File: config.mk
export PLATFORM = sky130hd
export DESIGN_NAME = bin_to_bcd_seq_flat
export DESIGN_NICKNAME = d
export VERILOG_FILES = /design/src/rtl/bin_to_bcd_seq_if.sv /design/src/rtl/bin_to_bcd_seq.sv /design/src/flat_wrapper.sv
export SDC_FILE = /design/constraint.sdc
export NUM_CORES = 1
export LEC_CHECK = 0
export CORE_ASPECT_RATIO = 2
export CORE_UTILIZATION = 27
export CTS_BUF_LIST = sky130_fd_sc_hd__clkbuf_16
export DETAILED_ROUTE_END_ITERATION = 16
export HOLD_SLACK_MARGIN = 0.03
export PLACE_DENSITY = 0.51
export SLEW_MARGIN = 25
export SYNTH_ARGS = -nofsm -noshare
export SYNTH_HDL_FRONTEND = slang
export SYNTH_SLANG_ARGS = --single-unit
File: constraint.sdc
create_clock -name clk -period 1.9 [get_ports clk]
set_input_delay 0.19 -clock clk [delete_from_list [all_inputs] [get_ports clk]]
set_output_delay 0.19 -clock clk [all_outputs]
set_load 0.03 [all_outputs]
File: src/rtl/bin_to_bcd_seq_if.sv
// Start/done bus between a binary source and the sequential binary-to-BCD converter.
// Optional port: neg, present only when BIN_TO_BCD_SIGNED_EN is defined.
interface bin_to_bcd_seq_if #(
    parameter int BIN_W  = 8,
    parameter int DIGITS = 3
);
    // Handshake: the source raises start with bin valid; the converter takes it on
    // the first edge where it is idle (busy=0, done=0), raises busy for the
    // conversion, then pulses done for one cycle as bcd/ovf update. start is
    // ignored while busy or done is high. bcd/ovf hold their value until the next done.
    logic                  start;
    logic [BIN_W-1:0]      bin;
    logic                  busy;
    logic                  done;
    logic [4*DIGITS-1:0]   bcd;
    logic                  ovf;
`ifdef BIN_TO_BCD_SIGNED_EN
    logic                  neg;
`endif
    logic [1:0]            fsm_state;

`ifdef BIN_TO_BCD_SIGNED_EN
    modport master (output start, bin, input busy, done, bcd, ovf, neg, fsm_state);
    modport slave  (input start, bin, output busy, done, bcd, ovf, neg, fsm_state);
`else
    modport master (output start, bin, input busy, done, bcd, ovf, fsm_state);
    modport slave  (input start, bin, output busy, done, bcd, ovf, fsm_state);
`endif
endinterface

File: src/rtl/bin_to_bcd_seq.sv
// Sequential double-dabble binary-to-BCD converter, one input bit per clock.
// Optional two's-complement input with sign output: define BIN_TO_BCD_SIGNED_EN.
module bin_to_bcd_seq #(
    parameter int BIN_W  = 8,
    parameter int DIGITS = 3
) (
    input logic           clk,
    input logic           rst,
    bin_to_bcd_seq_if.slave bus
);
    localparam int BCD_W = 4 * DIGITS;
    localparam int CNT_W = $clog2(BIN_W + 1);

    localparam logic [1:0] S_IDLE  = 2'd0;
    localparam logic [1:0] S_SHIFT = 2'd1;
    localparam logic [1:0] S_DONE  = 2'd2;

    logic [1:0]       state;
    logic [BIN_W-1:0] shreg;
    logic [BCD_W-1:0] work;
    logic [BCD_W-1:0] work_adj;
    logic [BCD_W-1:0] work_nxt;
    logic [BIN_W-1:0] sh_nxt;
    logic             carry;
    logic [CNT_W-1:0] cnt;
    logic             sticky;
    logic             busy_r;
    logic             done_r;
    logic [BCD_W-1:0] bcd_r;
    logic             ovf_r;
    logic [BIN_W-1:0] load_val;

    // Add-3 correction on every digit before the shift; carries never cross digits.
    for (genvar i = 0; i < DIGITS; i++) begin : g_adj
        logic [3:0] d;
        assign d = work[4*i +: 4];
        assign work_adj[4*i +: 4] = (d >= 4'd5) ? d + 4'd3 : d;
    end

    assign carry    = work_adj[BCD_W-1];
    assign work_nxt = {work_adj[BCD_W-2:0], shreg[BIN_W-1]};
    assign sh_nxt   = {shreg[BIN_W-2:0], 1'b0};

`ifdef BIN_TO_BCD_SIGNED_EN
    logic load_neg;
    logic neg_work;
    logic neg_r;
    // Negating in BIN_W bits maps the most negative value onto 2^(BIN_W-1), which
    // is exactly its magnitude when read as unsigned.
    assign load_neg = bus.bin[BIN_W-1];
    assign load_val = load_neg ? ({BIN_W{1'b0}} - bus.bin) : bus.bin;
    assign bus.neg  = neg_r;
`else
    assign load_val = bus.bin;
`endif

    always_ff @(posedge clk or posedge rst) begin
        if (rst) begin
            state  <= S_IDLE;
            shreg  <= '0;
            work   <= '0;
            cnt    <= '0;
            sticky <= 1'b0;
            busy_r <= 1'b0;
            done_r <= 1'b0;
            bcd_r  <= '0;
            ovf_r  <= 1'b0;
`ifdef BIN_TO_BCD_SIGNED_EN
            neg_work <= 1'b0;
            neg_r    <= 1'b0;
`endif
        end else begin
            case (state)
                S_IDLE: begin
                    done_r <= 1'b0;
                    if (bus.start) begin
                        shreg  <= load_val;
                        work   <= '0;
                        sticky <= 1'b0;
                        cnt    <= CNT_W'(BIN_W);
                        busy_r <= 1'b1;
                        state  <= S_SHIFT;
`ifdef BIN_TO_BCD_SIGNED_EN
                        neg_work <= load_neg;
`endif
                    end
                end
                S_SHIFT: begin
                    shreg  <= sh_nxt;
                    work   <= work_nxt;
                    sticky <= sticky | carry;
                    cnt    <= cnt - CNT_W'(1);
                    // Last bit: publish the post-shift register, including this edge's carry.
                    if (cnt == CNT_W'(1)) begin
                        bcd_r  <= work_nxt;
                        ovf_r  <= sticky | carry;
                        done_r <= 1'b1;
                        busy_r <= 1'b0;
                        state  <= S_DONE;
`ifdef BIN_TO_BCD_SIGNED_EN
                        neg_r  <= neg_work;
`endif
                    end
                end
                S_DONE: begin
                    done_r <= 1'b0;
                    state  <= S_IDLE;
                end
                default: begin
                    done_r <= 1'b0;
                    busy_r <= 1'b0;
                    state  <= S_IDLE;
                end
            endcase
        end
    end

    assign bus.busy      = busy_r;
    assign bus.done      = done_r;
    assign bus.bcd       = bcd_r;
    assign bus.ovf       = ovf_r;
    assign bus.fsm_state = state;
endmodule

File: src/flat_wrapper.sv
// flat-port wrapper written by rule: the top's interface ports become plain ports
module bin_to_bcd_seq_flat 
#(
    parameter int BIN_W  = 8,
    parameter int DIGITS = 3
)
  (clk, rst, bus_start, bus_bin, bus_busy, bus_done, bus_bcd, bus_ovf, bus_fsm_state);
  bin_to_bcd_seq_if #(.BIN_W(BIN_W), .DIGITS(DIGITS)) bus_i ();
  input logic clk;
  input logic rst;
  input wire logic [$bits(bus_i.start)-1:0] bus_start;
  input wire logic [$bits(bus_i.bin)-1:0] bus_bin;
  output wire logic [$bits(bus_i.busy)-1:0] bus_busy;
  output wire logic [$bits(bus_i.done)-1:0] bus_done;
  output wire logic [$bits(bus_i.bcd)-1:0] bus_bcd;
  output wire logic [$bits(bus_i.ovf)-1:0] bus_ovf;
  output wire logic [$bits(bus_i.fsm_state)-1:0] bus_fsm_state;
  assign bus_i.start = bus_start;
  assign bus_i.bin = bus_bin;
  assign bus_busy = bus_i.busy;
  assign bus_done = bus_i.done;
  assign bus_bcd = bus_i.bcd;
  assign bus_ovf = bus_i.ovf;
  assign bus_fsm_state = bus_i.fsm_state;
  bin_to_bcd_seq #(.BIN_W(BIN_W), .DIGITS(DIGITS)) u_core (.clk(clk), .rst(rst), .bus(bus_i));
endmodule
==> summary.md <==
| Metric | Value |
|---|---|
| Status | complete, no violations |
| Buf+Inv Stages, Crit Path | 1 |
| 1st-iter DRT viols | 41 |
| Via density | 4.648 |
| Final setup TNS | 0 ns |
| Setup violators final | 0 |
| Post-synth cell types | 31 |
| Fin crit share | 94.62% |
| Postcts setup bufs | 0 |
| Clock sinks | 42 |
| Top_reg_cell synth | dfrtp_1 |
| Power Total | 4.642 mW |
| Critical path data arrival time | 1.61 ns |
| Fin. max-slew vios | 0 |
| I/O pins | 28 |
| First-pass GRT wire length | 7955 um |
| Avg WL per Cell | 13.62 um |
| Cell row count | 45 |
| Number of synthesized register bits | 42 |
| Routed WL | 4605 um |
| Avg Inst Size Synth | 9.908 um2 |
| Largest net degree at the start of global routing | 43 |
| Cells along the critical path | clkdlybuf4s50_1 |
| Rel. slew slack | 64.06% |
| Area of the core | 0.007545 mm2 |
| Final-report hold violation count | 0 |
| Clk buf depth | 2 |
| IO Port Bufs | 27 |
| CTS Buf Count | 5 |
| DR pass1 iterations | 4 |
| Synth warn | 0 |
| RSZ-0062 raised after global routing | false |
| Crit path largest cell delay | 0.75 ns |
| Post-synthesis sequential area ratio | 50.51% |
| Mapped Cells | 210 |
| H-tree levels | 2 |
| CTS tree | yes |
| Clk root buf | clkbuf_16 |
| Die height | 126.2 um |
| Worst Setup End Kind | output pin |
| Nets | 262 |
| Async SR Flop Fraction | 100.0% |
| Crit path kind | reg2out |
| Cell Count Post-Placement | 330 |
| Crit path max fanout | 9 |
| Number of global-route vias before repair | 1626 |
| Top cells by area, synth | dfrtp_1 (51%), o21ai_0 (7.9%), nand2_1 (5.1%) |
| Area grow syn2layout | 25.32% |
| Post-synth top area cell | dfrtp_1 |
| Via count | 1571 |
| DRT antenna net count | 0 |
| Power density cells | 1780 mW/mm2 |
| Skew-Pair Late Insertion Delay | 0.29 ns |
| R2R Setup Slk | 0.25 ns |
| Synthesized area | 0.002081 mm2 |
| Slew at the pin closest to its max-slew limit | 0.5391 ns |
| Hold_buf cts | 0 |
| Type of the most critical hold path | in2async |
| Post-synth net total | 229 |
| Leakage | 1.134 nW |
| Starting Density | 27.58% |
| CTS resizes | 0 |
| DRC | 0 |
| HPWL after detailed placement | 3475 um |
| CTS clk-pin slew, worst paths | 0.06 ns |
| Max-Cap Viols | 0 |
| Initial antenna violation count | 0 |
| FMAX | 0.5562 GHz |
| Skew final | 0.007696 ns |
| Critical-path top delay cell | clkdlybuf4s50_1 |
| Share of cells above drive strength 1 | 12.30% |
| Worst VDD drop | 0.6583 mV |
| Min Tclk post-route | 1.798 ns |
| Startpoint types | flip-flop |
| Post-synth EDFFs | 0 |
| Final Wtd Congestion | 0.7468 |
| Total Die Area | 0.008083 mm2 |
| CP required | 1.71 ns |
| Area share of the largest cell type after synthesis | 50.51% |
| CP delay by family, top | buffers and inverters |
| Hold Slack | 0.3332 ns |
| Non-Filler Instances | 338 |
| Die Wd | 64.08 um |
| # diodes | 0 |
| GR Overflow Total | 0 |
| Gr usage total | 13.05% |
routing by layer:
layer	part of all wire [%]	track usage, %
met5	0	0
met4	2.3	6.818
met3	2.9	2.355
met2	57	24.97
met1	38	12.71
flip-flops by register name, summed over array words and instances, names as in the netlist:
signal,cells
u_core.sticky,1
u_core.bus.done,1
u_core.bus.ovf,1
u_core.work,12
u_core.bus.fsm_state,2
u_core.bus.busy,1
u_core.shreg,8
u_core.bus.bcd,12
u_core.cnt,4
report_power, final:
part / internal, mW / switching, mW / total [mW] / leakage (nW)
clock network: 0.479 / 0.345 / 0.824 / 0.0672
registers: 1.29 / 0.363 / 1.66 / 0.527
logic: 0.975 / 1.19 / 2.16 / 0.540
kinds of logic (layout without fill, tap and decap cells):
| family | Yosys count | in the layout | synth area share [%] |
|---|---|---|---|
| buffers and inverters | 23 | 57 | 5.893 |
| muxes | 6 | 6 | 3.247 |
| AOI/OAI and AO/OA | 67 | 67 | 19.00 |
| xor gates and xnor gates | 3 | 3 | 1.263 |
| DFF | 42 | 42 | 50.51 |
| and+or+nand+nor | 61 | 61 | 15.27 |
| adders and majority gates | 8 | 8 | 4.811 |
placed cells by master (no fill, tap or decap), drive strengths merged, types with 2 or more instances in the layout:
cell           instances
nand2                 29
clkdlybuf4s50         27
mux2                   6
a22oi                  6
nor2b                 10
nor3b                  6
xnor2                  3
a22o                   4
nand2b                 4
dfrtp                 42
o21ai                 35
a21oi                 18
clkinv                 2
buf                   10
inv                   12
clkbuf                 5
nor2                   9
ha                     8
synth_stat cells (2+ instances only):
library cell,instances
nand2_1,28
a21oi_1,17
inv_1,11
mux2_2,6
a22oi_1,6
clkbuf_1,2
nor2b_1,9
dfrtp_1,42
o21ai_0,33
xnor2_1,3
nand2b_1,4
buf_6,4
nor2_1,9
a22o_1,4
ha_1,8
nor3b_1,5
buf_2,5
worst min-delay path, stage by stage:
cell and delay, ns:
clkdlybuf4s50_1 0.39, inv_1 0.05, buf_4 0.44
per-stage QoR:
step                instance area [um2]  setup slack [ns]  util, %
floorplan                          2081            0.4001        -
global placement                   2466            0.2666    32.69
detailed placement                 2466            0.2578    32.69
CTS                                2608           0.08276    34.56
global route                       2608           0.04999    34.56
finish                             2608            0.1022    34.56
final timing paths:
kind                                               from                 end  depth (start not counted)
max in group asynchronous                           rst  u_core.bus.bcd[11]                          3
worst min-delay path                                rst   u_core.bus.bcd[2]                          3
min in group clk                      u_core.bus.bcd[4]   u_core.bus.bcd[4]                          2
worst max register to register           u_core.work[8]     u_core.work[10]                          6
worst min register to register        u_core.bus.bcd[4]   u_core.bus.bcd[4]                          2
worst max-delay path            u_core.bus.fsm_state[0]    bus_fsm_state[0]                          1
layout make-up:
cell class / count / area (um2)
Clock buffer: 5 / 125.1
Clock inverter: 3 / 16.27
Fill cell: 809 / 4937
Inverter: 12 / 45.04
Multi-Input combinational cell: 145 / 907.1
Sequential cell: 42 / 1051
Tap cell: 94 / 117.6
Timing Repair Buffer: 37 / 345.3
Note: power is estimated with default switching activity, not from simulation.
==> edit, RTL diff (same flow settings) <==
`DIGITS` is set to 3 in 3 places; all go to 5.
--- a/src/rtl/bin_to_bcd_seq_if.sv
+++ b/src/rtl/bin_to_bcd_seq_if.sv
@@ -3,5 +3,5 @@
 interface bin_to_bcd_seq_if #(
     parameter int BIN_W  = 8,
-    parameter int DIGITS = 3
+    parameter int DIGITS = 5
 );
     // Handshake: the source raises start with bin valid; the converter takes it on
--- a/src/rtl/bin_to_bcd_seq.sv
+++ b/src/rtl/bin_to_bcd_seq.sv
@@ -3,5 +3,5 @@
 module bin_to_bcd_seq #(
     parameter int BIN_W  = 8,
-    parameter int DIGITS = 3
+    parameter int DIGITS = 5
 ) (
     input logic           clk,
--- a/src/flat_wrapper.sv
+++ b/src/flat_wrapper.sv
@@ -3,5 +3,5 @@
 #(
     parameter int BIN_W  = 8,
-    parameter int DIGITS = 3
+    parameter int DIGITS = 5
 )
   (clk, rst, bus_start, bus_bin, bus_busy, bus_done, bus_bcd, bus_ovf, bus_fsm_state);
Interface: changed (resized bus_bcd); port bits go from 28 to 36. The function was not compared with the original's and may differ.
==> edit against the unedited design <==
- combinational power rose by 42%
- wire length rose by 28%
- design area rose by 37%
- sequential share of layout area rose by 0.27 points
- cell count rose by 40%
- area after synthesis rose by 34%
- setup slack improved by 0.066 ns
- sequential cell count rose by 16
- sequential power rose by 34%
- power rose by 47%
==> edit: results <==
placement:
  pre_cts_slack_ns: 0.268
  routabilityCongestion: 0.732
  post-place-cells: 457
clock_tree:
  clk_latency_ns: 0.33
  htreeDepth: 3
power_and_ir_drop:
  p_leak_uw: 0.00151
  seq_power_share: 0.327
  power_combinational_uw: 3070
sta:
  holdWs_ns: 0.235
  fin_skew_ns: 0.00744
  tightestPinTransition_ns: 0.364
worst_setup_path:
  worstPathArrival_ns: 1.54
  max_stage_delay_ns: 0.73
  reg2reg_from: "u_core.work[4]"
  r2r_end: "u_core.work[6]"
drt:
  first_pass_iters: 6
  avgViaCountPerCell: 4.52
layout:
  utilization: 0.355
  buffers: 42
  multi_input_cells: 208
  fin_cells: 472
  num-nonclk-inverters: 14
  drive_gt1_frac: 0.110
  clock_cell_area_share: 0.0769
  nNetsFinal: 356
  fillers: 1053
global_routing:
  grt_max_degree: 59
logic_synthesis:
  synthTopCellsByArea: "dfrtp_1 52%, nand2_1 7.8%, o21ai_1 5.9%"
  synthXorXnorAreaFrac: 0.0157
  synth-seq-area-share: 0.522
  synth_nets: 316
  synthAdderAreaFrac: 0.0540
outcome:
  status: "completed"
-- edit: cell count changes after synthesis, moves of 6 or more --
cell     unedited run  this run
o21ai_1             1        33
nand2_1            28        58
dfrtp_1            42        58
o21ai_0            33        21
a31oi_1             1        10
nor2_1              9        17
nor2b_1             9         2
a22oi_1             6         0
nor3_1              1         7
-- edit: worst max path at each step --
stage,start,to,depth (start not counted)
final,u_core.bus.fsm_state[0],bus_fsm_state[0],1
after global routing,u_core.work[12],u_core.bus.bcd[14],6
after CTS,u_core.bus.fsm_state[0],bus_fsm_state[0],1
after detailed placement,u_core.work[0],u_core.work[2],6
after global placement,u_core.work[0],u_core.work[2],6
after floorplan,rst,u_core.bus.bcd[0],1
-- edit: metal layers --
layer / part of all wire / GRT usage / wire length [um] / up-vias
met2: 0.53 / 0.209 / 3110 / 31
li1: - / - / - / 1072
met3: 0.029 / 0.0284 / 171 / 12
met4: 0.028 / 0.0750 / 167 / 0
met1: 0.41 / 0.141 / 2430 / 1018
met5: 0 / 0 / 0 / -
